[src/rtl/ptch_integrator.sv]
// Pitch integrator: offset-compensates gyro rate and Z accel, integrates rate into pitch
// with complementary-filter pull toward accel pitch, and strobes vld once settled.
// Latency: one clk from smpl_vld to updated ptch/ptch_rt/vld; no backpressure (consumer must keep up).
module ptch_integrator #(
  parameter logic               fast_sim       = 1'b1,
  parameter logic signed [15:0] PTCH_RT_OFFSET = 16'sh0050,
  parameter logic signed [15:0] AZ_OFFSET      = 16'sh00A0
) (
  input  logic               clk,
  input  logic               rst,
  input  logic               smpl_vld,
  input  logic signed [15:0] ptch_rt_raw,
  input  logic signed [15:0] AZ,
  output logic               vld,
  output logic signed [15:0] ptch,
  output logic signed [15:0] ptch_rt
);

  localparam logic [7:0] SETTLE = fast_sim ? 8'd4 : 8'd200;

  localparam logic signed [26:0] INT_MAX = {1'b0, {26{1'b1}}};
  localparam logic signed [26:0] INT_MIN = {1'b1, {26{1'b0}}};

  // Sample phase decoded from the saturating sample counter; only rst leaves RUN.
  typedef enum logic {
    SETTLING = 1'b0,
    RUN      = 1'b1
  } smpl_state_e;

  smpl_state_e smpl_state;

  logic signed [26:0] ptch_int_q, ptch_int_d;
  logic signed [15:0] ptch_rt_q, ptch_rt_d;
  logic        [7:0]  smpl_cnt_q, smpl_cnt_d;
  logic               vld_q, vld_d;

  logic signed [16:0] ptch_rt_comp;
  logic signed [16:0] az_comp;
  logic signed [26:0] acc_prod;
  logic signed [15:0] ptch_acc;
  logic signed [27:0] fusion_offset;
  logic        [27:0] int_sum;
  logic signed [26:0] int_clamped;
  logic signed [15:0] rt_sat;

  // Offset removal, accel pitch, fusion step and saturating accumulate.
  always_comb begin
    ptch_rt_comp  = {ptch_rt_raw[15], ptch_rt_raw} - {PTCH_RT_OFFSET[15], PTCH_RT_OFFSET};
    az_comp       = {AZ[15], AZ} - {AZ_OFFSET[15], AZ_OFFSET};

    // 327/8192 scales compensated accel into pitch units; magnitude stays well inside 27 bits.
    acc_prod      = $signed({{10{az_comp[16]}}, az_comp}) * $signed(27'sd327);
    ptch_acc      = 16'(acc_prod >>> 13);

    // Compare against the pitch currently held, not the one being computed.
    fusion_offset = (ptch_acc > ptch) ? 28'sd1024 : -28'sd1024;

    int_sum       = {ptch_int_q[26], ptch_int_q}
                  - {{11{ptch_rt_comp[16]}}, ptch_rt_comp}
                  + fusion_offset;

    // Top two bits disagreeing means the 28-bit sum left the 27-bit range.
    case (int_sum[27:26])
      2'b01:   int_clamped = INT_MAX;
      2'b10:   int_clamped = INT_MIN;
      default: int_clamped = int_sum[26:0];
    endcase

    if (ptch_rt_comp[16] != ptch_rt_comp[15]) begin
      rt_sat = ptch_rt_comp[16] ? 16'sh8000 : 16'sh7FFF;
    end else begin
      rt_sat = ptch_rt_comp[15:0];
    end
  end

  // Next-state: load on a sample, hold otherwise; vld only on a sample taken in RUN.
  always_comb begin
    ptch_int_d = ptch_int_q;
    ptch_rt_d  = ptch_rt_q;
    smpl_cnt_d = smpl_cnt_q;
    vld_d      = 1'b0;
    smpl_state = (smpl_cnt_q == SETTLE) ? RUN : SETTLING;

    if (smpl_vld) begin
      ptch_int_d = int_clamped;
      ptch_rt_d  = rt_sat;
      vld_d      = (smpl_state == RUN);
      if (smpl_state == SETTLING) begin
        smpl_cnt_d = smpl_cnt_q + 8'd1;
      end
    end
  end

  // State registers with asynchronous clear.
  always_ff @(posedge clk or posedge rst) begin
    if (rst) begin
      ptch_int_q <= '0;
      ptch_rt_q  <= '0;
      smpl_cnt_q <= '0;
      vld_q      <= 1'b0;
    end else begin
      ptch_int_q <= ptch_int_d;
      ptch_rt_q  <= ptch_rt_d;
      smpl_cnt_q <= smpl_cnt_d;
      vld_q      <= vld_d;
    end
  end

  assign ptch    = ptch_int_q[26:11];
  assign ptch_rt = ptch_rt_q;
  assign vld     = vld_q;

endmodule

[config.mk]
export PLATFORM = sky130hd
export DESIGN_NAME = ptch_integrator
export DESIGN_NICKNAME = d
export VERILOG_FILES = /design/src/rtl/ptch_integrator.sv
export SDC_FILE = /design/constraint.sdc
export NUM_CORES = 1
export LEC_CHECK = 0
export CAP_MARGIN = 20
export CORE_AREA = 3 3 156 120
export DETAILED_ROUTE_END_ITERATION = 6
export DIE_AREA = 0 0 159 123
export PLACE_DENSITY = 0.73
export SLEW_MARGIN = 20
export SYNTH_ARGS = -nofsm -noshare
export SYNTH_HDL_FRONTEND = slang
export SYNTH_SLANG_ARGS = --single-unit
export TNS_END_PERCENT = 1
[constraint.sdc]
create_clock -name clk -period 9.5 [get_ports clk]
set_input_delay 1.425 -clock clk [delete_from_list [all_inputs] [get_ports clk]]
set_output_delay 1.425 -clock clk [all_outputs]
set_load 0.03 [all_outputs]
==> results by stage <==
Final layout:
- The area growth from synthesis to layout is 36.9%.
- The number of antenna diodes in the final layout is 0.
- The net total in the final layout is between 1000 and 1500.
- Counting the fill cells in the layout gives around 1400.
- The share of post-route cells with drive strength above 1 is 0.268.

Timing:
- The aggregate negative setup slack is -30.49 ns.
- The total count of hold-check failures in the final report is 0.
- In the post-route analysis, the smallest setup slack over all paths is -1.25 ns.
- The final max-slew violation count was 0.
- Setup repair after global routing could not meet its margin everywhere.
- The worst setup skew after layout is 0.00505 ns.
- For this run, the top clock speed supported by timing is slightly above 90 MHz.
- At the pin with the least slew margin, the transition time is around 0.80 ns.
- Setup violations remaining at the end of the flow were counted as 27.
- In the finished design, the share of the clock period the worst path needs comes to 1.13.
- The worst path in the final design needs a cycle of ~11 ns, including I/O delays and setup.
- The headroom to the max-slew limit is 0.464.

Critical path:
- The top fanout value on the critical path is 7.
- The beginning of the critical path is AZ[9].
- Data arrives at the worst endpoint at 10.94 ns.
- The largest incremental delay on the critical path is about 0.57 ns.
- The worst reg2reg path depth is 23.
- STA classifies the critical path endpoint as a register.
- The critical path's most frequent cell is ha_4.
- Among all stages on the critical path, the largest delay is contributed by or4_4.
- The worst setup path category is in2reg.
- The reg-to-reg startpoint is ptch_int_q[12].
- For the worst setup path, the data required time is 9.69 ns.
- Counting both buffers and inverters, the worst setup path holds a total of 5.
- The worst register-to-register path ends at ptch_int_q[13].
- The worst-case register-to-register setup slack is between 3 and 4 ns.
- The critical path runs through a total of 42 cells.
- Broken down by cell family, the worst path's largest delay share belongs to adder cells.
- The critical path capture point is ptch_int_q[13].
- The worst setup path is launched from a primary input.

Clocking:
- The H-tree was split into 2 levels.
- Counting along the longest clock path gives a buffer depth of 2.
- The clock tree from TritonCTS is yes.
- The number of clock sinks is 52.
- In this run, post-CTS hold repair placed 0 buffers.
- The clock transition at the registers of the reported paths is around 0.080 ns.
- Clock tree synthesis selected as its root buffer the cell clkbuf_16.
- The later pin in the worst-skew pair is clocked with a latency of about 0.3 ns.
- In this run, CTS created clock tree buffers numbering 5.

Worst hold path:
- The worst min-delay path startpoint is smpl_cnt_q[7].
- The tightest min-delay check is of the reg2reg type.

Global routing:
- The via count of the first global-routing pass was ~6700.
- Entering global routing, the biggest net connects 79 pins.
- Across every metal layer, demand over resource in global routing totals 0.209.
- The first global-routing pass estimated approximately 34000 um of wire.
- The remaining global-route overflow is 0.
- The initial antenna violation count came to 0.

Logic synthesis:
- Counting distinct cell types in the post-synthesis netlist gives between 50 and 60.
- The number of synthesis warnings is 0.
- The fraction of post-synthesis cell area in the top cell type by area is 0.223.
- After synthesis, the share of flip-flops with an asynchronous set or reset is 1.00.
- The portion of the post-synthesis area used by sequential elements is 0.169.
- The per-instance average area after synthesis is roughly 8.9 um2.
- Summed over all instances, the cell type with the most area after synthesis is ha_1.
- The number of instances in the synthesized netlist is ~860.
- The flip-flop cell with the highest count after synthesis is dfrtp_1.
- The register bit count reported by yosys is 52.
- Ranked by total cell area, the synthesized netlist is headed by ha_1, dfrtp_1, fa_1.
- The mapped cell area is 7700 um2.
- The synthesized design contains 0 enable-type register cells.
- The total nets after synthesis is around 1100.

Route:
- The number of detailed-route iterations in the first pass is 5.
- Once detail routing completed, the nets flagged for antenna violations numbered 0.
- For this run, design rule violations remaining after detail routing come to 0.
- The total wirelength of the detailed-routed design is between 20000 and 25000 um.
- The violation count after the first detailed-route iteration is 478.
- The via count of the routed design is 6756.
- The routed wire length per instance is between 15 and 20 um.
- The post-detailed-route via-to-cell ratio is 5.19.

Floorplanning:
- The die is around 160 um wide.
- The die is roughly 120 um tall.
- The die area is 19600 um2.
- After floorplanning, the core was divided into 42 placement rows.
- The area of the core region is roughly 17000 um2.
- 68 I/O pins were placed.
- The initial utilization of the core area, before any placement, comes to 0.441.

Place:
- Port buffering added between 60 and 70 buffers.
- The detailed placement HPWL is 15800 um.
- The global placement routability congestion is 0.925.

Status:
- The run finished, with violations left.
- The checks that failed: setup timing.

Flow run:
- Max-cap violations in this run came to 0.
flip-flops by register name, summed over array words and instances, names as in the netlist:
signal	flops
smpl_cnt_q	8
vld	1
ptch_rt	16
ptch_int_q	27
worst min-delay path by stage:
stage | endpoint | slack (ns) | cells past startpoint
6_report | smpl_cnt_q[7] | 0.49 | 1
5_1_grt | smpl_cnt_q[7] | 0.51 | 1
4_1_cts | smpl_cnt_q[6] | 0.50 | 1
3_5_place_dp | smpl_cnt_q[6] | 0.49 | 1
3_3_place_gp | smpl_cnt_q[7] | 0.46 | 1
2_1_floorplan | smpl_cnt_q[7] | 0.45 | 1
cell type report:
class	count	area [um2]	share of cell area
Multi-Input combinational cell	646	6420	0.609
Timing Repair Buffer	217	1840	0.174
Sequential cell	52	1300	0.123
Inverter	137	518	0.0491
Tap cell	242	303	0.0287
Clock buffer	5	125	0.0119
Clock inverter	3	33.8	0.00320
kinds of logic after synthesis:
family | share of synthesized area
AOI/OAI and AO/OA | 0.152
buffers and inverters | 0.0894
DFF | 0.169
adders and majority gates | 0.381
and+or+nand+nor | 0.123
muxes | 0.0101
xor gates and xnor gates | 0.0751
what timing repair did:
action                                  4_1_cts  5_1_grt
cloned                                        1        0
endpoints found under the setup margin       27       27
pin swaps                                    71        1
buffers inserted                             22        0
resized for setup                            91        3
cells in the final DEF, fill, tap and decap left out, types with 7 or more instances in the layout:
master	Yosys	final
buf_4	17	143
inv_1	137	127
ha_1	137	110
a21oi_1	87	75
fa_1	61	58
clkdlybuf4s50_1	0	56
dfrtp_1	52	52
nor2_1	56	51
xnor2_1	39	35
nand2_1	34	30
ha_4	0	25
xor2_1	27	24
o21ai_1	10	15
nand3_1	18	14
o21ai_0	20	13
nand4_1	12	12
a21o_1	12	12
a21oi_2	0	11
nor2b_1	13	11
nor3_1	12	9
o21a_1	10	9
inv_2	0	9
o211ai_1	8	8
nand2b_1	9	7
buf_6	0	7
synth_stat cells, types with 3 or more instances:
library cell  instances
ha_1                137
inv_1               137
a21oi_1              87
fa_1                 61
nor2_1               56
dfrtp_1              52
xnor2_1              39
nand2_1              34
xor2_1               27
o21ai_0              20
nand3_1              18
buf_4                17
nor2b_1              13
a21o_1               12
nand4_1              12
nor3_1               12
clkbuf_1             10
o21a_1               10
o21ai_1              10
nand2b_1              9
o211ai_1              8
a211oi_1              6
a31oi_1               6
and3_1                6
mux2_2                6
nor4_1                6
o221ai_1              5
or3_1                 5
o31a_1                3
o41ai_1               3
or2_2                 3
per-layer routing:
metal  global-route usage  up-vias  routed length, um
met4               0.0246        0                161
met3               0.0244       18                967
li1                     -     3334                  -
met2                0.330      138               8950
met5                    0        -                  0
met1                0.318     3266              10000
through the flow:
step	worst slack, ns	instance area (um2)	utilization	hold WS [ns]	std cells
floorplan	-1.49	8130	-	0.446	864
global placement	-1.81	9880	0.566	0.463	1271
detailed placement	-2.07	9880	0.566	0.489	1271
CTS	-0.982	10500	0.603	0.503	1302
global route	-1.63	10500	0.604	0.511	1302
finish	-1.25	10500	0.604	0.495	1302
Power is left out: the tool's default activity adds up to more than one toggle a clock period on the data nets, which glitch-free logic cannot reach.
